### config.mk
export PLATFORM = sky130hd
export DESIGN_NAME = fetch_queue
export DESIGN_NICKNAME = d
export VERILOG_FILES = /design/src/rtl/fetch_queue.sv
export SDC_FILE = /design/constraint.sdc
export NUM_CORES = 1
export LEC_CHECK = 0
export CAP_MARGIN = 20
export CORE_AREA = 2 2 197 199
export CTS_BUF_LIST = sky130_fd_sc_hd__clkbuf_8 sky130_fd_sc_hd__clkbuf_16
export DETAILED_ROUTE_END_ITERATION = 8
export DIE_AREA = 0 0 199 201
export HOLD_SLACK_MARGIN = 0.15
export PLACE_DENSITY_LB_ADDON = 0.12
export SLEW_MARGIN = 20
export SYNTH_ARGS = -nofsm -noshare
export SYNTH_HDL_FRONTEND = slang
export SYNTH_SLANG_ARGS = --single-unit
### constraint.sdc
create_clock -name i_clk -period 2.77 [get_ports i_clk]
set_input_delay 0.4155 -clock i_clk [delete_from_list [all_inputs] [get_ports i_clk]]
set_output_delay 0.4155 -clock i_clk [all_outputs]
set_load 0.05 [all_outputs]
### src/rtl/fetch_queue.sv
// Instruction fetch queue: a DEPTH-entry FIFO between a synchronous IMEM
// (one request in flight) and a valid/ready decode stage. Redirects flush the
// queue and kill the outstanding read.
// Optional macro FETCH_BOUNDS_CHECK_EN: per-entry error bit for pc >= IMEM_WORDS.
module fetch_queue #(
    parameter int unsigned ADDR_W     = 32,
    parameter int unsigned INSTR_W    = 32,
    parameter int unsigned DEPTH      = 4,
    parameter logic [ADDR_W-1:0] PC_STEP  = ADDR_W'(1),
    parameter logic [ADDR_W-1:0] RESET_PC = '0,
    parameter int unsigned IMEM_WORDS = 1024
) (
    input  logic               i_clk,
    input  logic               i_rst_n,
    input  logic               i_redirect_valid,
    input  logic [ADDR_W-1:0]  i_redirect_addr,
    input  logic               i_irq_valid,
    input  logic [ADDR_W-1:0]  i_irq_addr,
    output logic               o_imem_req,
    output logic [ADDR_W-1:0]  o_imem_addr,
    input  logic [INSTR_W-1:0] i_imem_rdata,
    output logic               o_out_valid,
    input  logic               i_out_ready,
    output logic [INSTR_W-1:0] o_out_instr,
    output logic [ADDR_W-1:0]  o_out_pc,
    output logic [ADDR_W-1:0]  o_out_pc_plus,
    output logic               o_err
);

    localparam int unsigned PTR_W = (DEPTH > 1) ? $clog2(DEPTH) : 1;
    localparam int unsigned CNT_W = $clog2(DEPTH + 1);

    logic [ADDR_W-1:0]  r_fetch_pc;
    logic               r_inflight;
    logic [ADDR_W-1:0]  r_inflight_pc;
    logic [CNT_W-1:0]   r_count;
    logic [PTR_W-1:0]   r_rd_ptr;
    logic [PTR_W-1:0]   r_wr_ptr;
    logic [INSTR_W-1:0] r_instr_mem [DEPTH];
    logic [ADDR_W-1:0]  r_pc_mem    [DEPTH];

    logic w_flush;
    logic w_credit;
    logic w_issue;
    logic w_push;
    logic w_pop;
    logic w_valid;

    // Credit counts the in-flight read so its return can never overflow the queue
    always_comb begin
        w_flush  = i_irq_valid | i_redirect_valid;
        w_credit = ({1'b0, r_count} + (CNT_W + 1)'(r_inflight)) < (CNT_W + 1)'(DEPTH);
        w_issue  = !w_flush && w_credit;
        w_push   = r_inflight && !w_flush;
        w_valid  = (r_count != '0);
        w_pop    = w_valid && i_out_ready;
    end

    // IMEM request; held low while reset is asserted
    always_comb begin
        o_imem_req  = w_issue && i_rst_n;
        o_imem_addr = r_fetch_pc;
    end

    // Fetch PC, in-flight tracking, queue pointers and occupancy
    always_ff @(posedge i_clk or negedge i_rst_n) begin
        if (!i_rst_n) begin
            r_fetch_pc    <= RESET_PC;
            r_inflight    <= 1'b0;
            r_inflight_pc <= '0;
            r_count       <= '0;
            r_rd_ptr      <= '0;
            r_wr_ptr      <= '0;
        end else if (w_flush) begin
            // irq has priority over a branch redirect
            r_fetch_pc <= i_irq_valid ? i_irq_addr : i_redirect_addr;
            r_inflight <= 1'b0;
            r_count    <= '0;
            r_rd_ptr   <= '0;
            r_wr_ptr   <= '0;
        end else begin
            r_inflight <= w_issue;
            if (w_issue) begin
                r_fetch_pc    <= r_fetch_pc + PC_STEP;
                r_inflight_pc <= r_fetch_pc;
            end
            if (w_push) begin
                r_wr_ptr <= r_wr_ptr + PTR_W'(1);
            end
            if (w_pop) begin
                r_rd_ptr <= r_rd_ptr + PTR_W'(1);
            end
            if (w_push && !w_pop) begin
                r_count <= r_count + CNT_W'(1);
            end else if (!w_push && w_pop) begin
                r_count <= r_count - CNT_W'(1);
            end
        end
    end

    // Queue payload storage; contents are only observed through a valid head
    always_ff @(posedge i_clk) begin
        if (w_push) begin
            r_instr_mem[r_wr_ptr] <= i_imem_rdata;
            r_pc_mem[r_wr_ptr]    <= r_inflight_pc;
        end
    end

    // Head outputs; forced to zero when empty so reset shows a clean head
    always_comb begin
        o_out_valid   = w_valid;
        o_out_instr   = w_valid ? r_instr_mem[r_rd_ptr] : '0;
        o_out_pc      = w_valid ? r_pc_mem[r_rd_ptr] : '0;
        o_out_pc_plus = o_out_pc + PC_STEP;
    end

`ifdef FETCH_BOUNDS_CHECK_EN
    logic r_err_mem [DEPTH];
    logic w_oob;

    // Out-of-range fetch is still queued, just tagged
    always_comb begin
        w_oob = (64'(r_inflight_pc) >= 64'(IMEM_WORDS));
        o_err = w_valid && r_err_mem[r_rd_ptr];
    end

    // Per-entry error bit written alongside the payload
    always_ff @(posedge i_clk) begin
        if (w_push) begin
            r_err_mem[r_wr_ptr] <= w_oob;
        end
    end
`else
    assign o_err = 1'b0;
`endif

endmodule

==> results.tsv <==
metric	value	unit
total number of yosys warnings	0	
hpwl dp	24600	um
H-tree depth	2	
max-slew violations	0	
Clk pwr share	36.6	%
CP max stage delay	0.54	ns
mux share of post-synthesis cell area	14.3	%
first-pass detailed-route iteration total	5	
Top Family by Delay on Critical Path	simple AND/OR/NAND/NOR gates	
RSZ-0062 raised after global routing	true	
PortBufs	230	
NetSw	0.00332	W
largest family of logic cells by synthesized area	multiplexers	
fraction of the mapped netlist area in simple logic gates	9.67	%
failing checks	setup timing	
Setup-failing EPs final	31	
CTS sink count	328	
Post-synth EDFFs	256	
CTS max path bufs	3	
logic gate share of total power	17.4	%
pre-CTS setup slack	-0.187	ns
Slowest-stage cell, CP	or4_4	
total power	0.0127	W
Hold Vio Cnt, Final	0	
die height	201	um
WP data required	2.35	ns
DR iter-0 viols	448	
worst slew pin tran	0.637	ns
number of synthesized register bits	328	
sequential area share after synthesis	66.6	%
Synth Area in XOR/XNOR	4.00	%
antenna violation net count after detailed routing	0	
Fillers	3128	
Setup Skew	0.0209	ns
gpl congestion	0.756	
Max IR drop VDD	0.350	mV
largest net degree at the start of global routing	63	
fmax	297	MHz
TritonCTS clock tree	done	
drt via density	4.88	
status	finished, violations left	
ys flop type	edfxtp_1	
WP buf/inv	3	
clock root cell	clkbuf_16	
Rows	72	
multi-input logic area	5270	um2
CP Launch Type	flip-flop	
CP Capture Type	output pin	
mapped cell area	14200	um2
# IOs	232	
total CTS buffers	36	
Setup Crit Path Kind	reg -> out	
critical-path cell list	buf_12 > mux4_2 > nand2_2 > or4_4 > nor4_4 > buf_4 > xor2_4 > buf_12	
Clk Latency, worst-skew pair	0.52	ns
share of layout cells above drive strength 1	39.9	%
first-pass GRT wire length	54000	um
final wirelength	34500	um
Pwr Density	615	nW/um2
drt drc	0	
CP arrival	2.95	ns
Flop pwr share	46.0	%
vias in the first global route	9366	
GR Overflow Total	0	
area grow syn2layout	44.5	%
Net Count, Synth	1021	
fin crit share	122	%
Initial Utilization	37.4	%
max_slew headroom	57.4	%
initial antenna violation count	0	
Lkg Pwr	7.63	nW
Async SR Flop Fraction	22.0	%
worst setup margin	-0.599	ns
Synth Instances	913	
most frequent CP cell	buf_12	
crit-path max FO	14	
syn_area_per_cell	15.6	um2
hold crit path type	in -> async	
Final Core Density	54.0	%
via count	8810	
core area	38100	um2
Reg clk slew, reported paths	0.06	ns
max-cap violation count	0	
post-synthesis cell type count	44	
WL/cell	19.1	um
# nets final	1370	
Die Width	199	um
switch share	26.2	%
Compound-Gate Fraction of Synth Area	2.45	%
crit path time final	3.37	ns
Adder-Cell Fraction of Synth Area	0.667	%
GRT Overall Usage	17.6	%
area of the die	40000	um2
Internal	0.00935	W
antenna cells	0	
FF+latch area	9500	um2
-- what timing repair did --
| action | 4_1_cts | 5_1_grt |
|---|---|---|
| gates resized for setup | 61 | 110 |
| endpoints found under the hold margin | 33 | 0 |
| pin swaps | 11 | 15 |
| hold buffers | 1 | 0 |
| setup buffers | 16 | 10 |
| endpoints found under the setup margin | 79 | 73 |
-- placed cells by master (no fill, tap or decap), types with 8 or more instances in the layout --
cell             count
xnor2_1             27
buf_6               50
edfxtp_1           256
nand3_2              8
xor2_4               8
and2_4              40
mux4_2              68
nor2_2               8
xnor2_4              9
o21ai_0             29
a21oi_1             23
buf_4              114
and2_1              17
clkbuf_16           37
nand4_1             12
xor2_1              12
dfrtp_1             70
buf_12              54
nand2_1             66
mux2_2              31
mux2i_1             16
inv_1               25
clkdlybuf4s50_1    130
nor2_1              27
nand3_1             13
-- path summary, 6_finish.rpt --
check	startpoint	endpoint	slack, ns	depth (start not counted)
min in group i_clk	i_irq_addr[21]	o_imem_addr[21]	0.45	3
max in group asynchronous	i_rst_n	r_inflight_pc[4]	1.35	4
max reg2reg	r_count[2]	r_count[2]	0.54	10
min	i_rst_n	o_imem_addr[3]	0.24	2
max	r_rd_ptr[0]	o_out_pc_plus[26]	-0.60	8
min reg2reg	r_inflight_pc[4]	r_pc_mem[2][4]	0.51	0
-- final cells by class --
cell class	count	share of cell area [%]
Sequential cell	328	46.1
Clock inverter	23	0.906
Inverter	25	0.468
Tap cell	518	3.15
Timing Repair Buffer	356	19.0
Multi-Input combinational cell	515	25.6
Clock buffer	40	4.70
-- cells in the mapped netlist (2+ instances only) --
cell type / number / area, um2
mux2i_1: 16 / 160
xnor2_1: 43 / 377
inv_1: 24 / 90.1
o21ai_0: 29 / 145
nand4_1: 12 / 75.1
nor4_1: 3 / 18.8
and2_1: 63 / 394
and4_1: 4 / 35.0
clkbuf_1: 27 / 101
and3_1: 11 / 68.8
buf_1: 3 / 11.3
ha_1: 6 / 75.1
mux4_2: 68 / 1530
nor2_1: 37 / 139
dfrtp_1: 72 / 1800
nor4_2: 4 / 50.1
nor2b_1: 6 / 37.5
nand2_1: 78 / 293
xor2_1: 22 / 193
a21oi_1: 23 / 115
nand3_1: 24 / 120
buf_2: 7 / 35.0
nor3_1: 11 / 55.1
nand3b_1: 2 / 15.0
edfxtp_1: 256 / 7690
buf_6: 2 / 22.5
nor3_2: 3 / 30.0
a211oi_1: 7 / 52.6
buf_4: 5 / 37.5
mux2_2: 31 / 349
-- power by group through the flow --
stage / Clock [W] / Combinational (W) / Sequential, W
after floorplan: 0 / 0.00105 / 0.00599
after global placement: 0 / 0.00207 / 0.00591
after detailed placement: 0 / 0.00207 / 0.00593
after CTS: 0.00476 / 0.00212 / 0.00582
after global routing: 0.00497 / 0.00232 / 0.00586
final: 0.00464 / 0.00220 / 0.00582
-- kinds of logic after synthesis --
logic type,Yosys count
other,1
multiplexers,115
AO/OA/AOI/OAI,63
adder cells (fa/ha/maj),7
AND/OR/NAND/NOR,264
flip-flops,328
buffers and inverters,70
XOR/XNOR,65
-- sequential cells by signal, summed over array words and instances, names as in the netlist --
name	flops
r_wr_ptr	2
r_count	3
r_inflight_pc	32
o_imem_addr	32
r_inflight	1
r_rd_ptr	2
r_pc_mem	128
r_instr_mem	128
-- metrics by stage --
step | hold slack [ns] | cells | setup TNS [ns] | area, um2
5_1_grt | 0.222 | 1805 | -17.86 | 20600
3_5_place_dp | 0.230 | 1719 | -2.16 | 18600
3_3_place_gp | 0.232 | 1719 | -1.61 | 18600
2_1_floorplan | 0.120 | 913 | -0.666 | 14700
4_1_cts | 0.223 | 1796 | -20.14 | 20100
6_report | 0.242 | 1805 | -13.24 | 20600
-- metal layers --
metal  wire length (um)  GRT usage [%]  vias to the layer above
met5                  0              0                        -
met2              16500           28.7                      249
met3               2060           3.61                       37
li1                   -              -                     4121
met4                542           3.89                        0
met1              15400           24.4                     4403
Power figures use the tool's default switching activity.
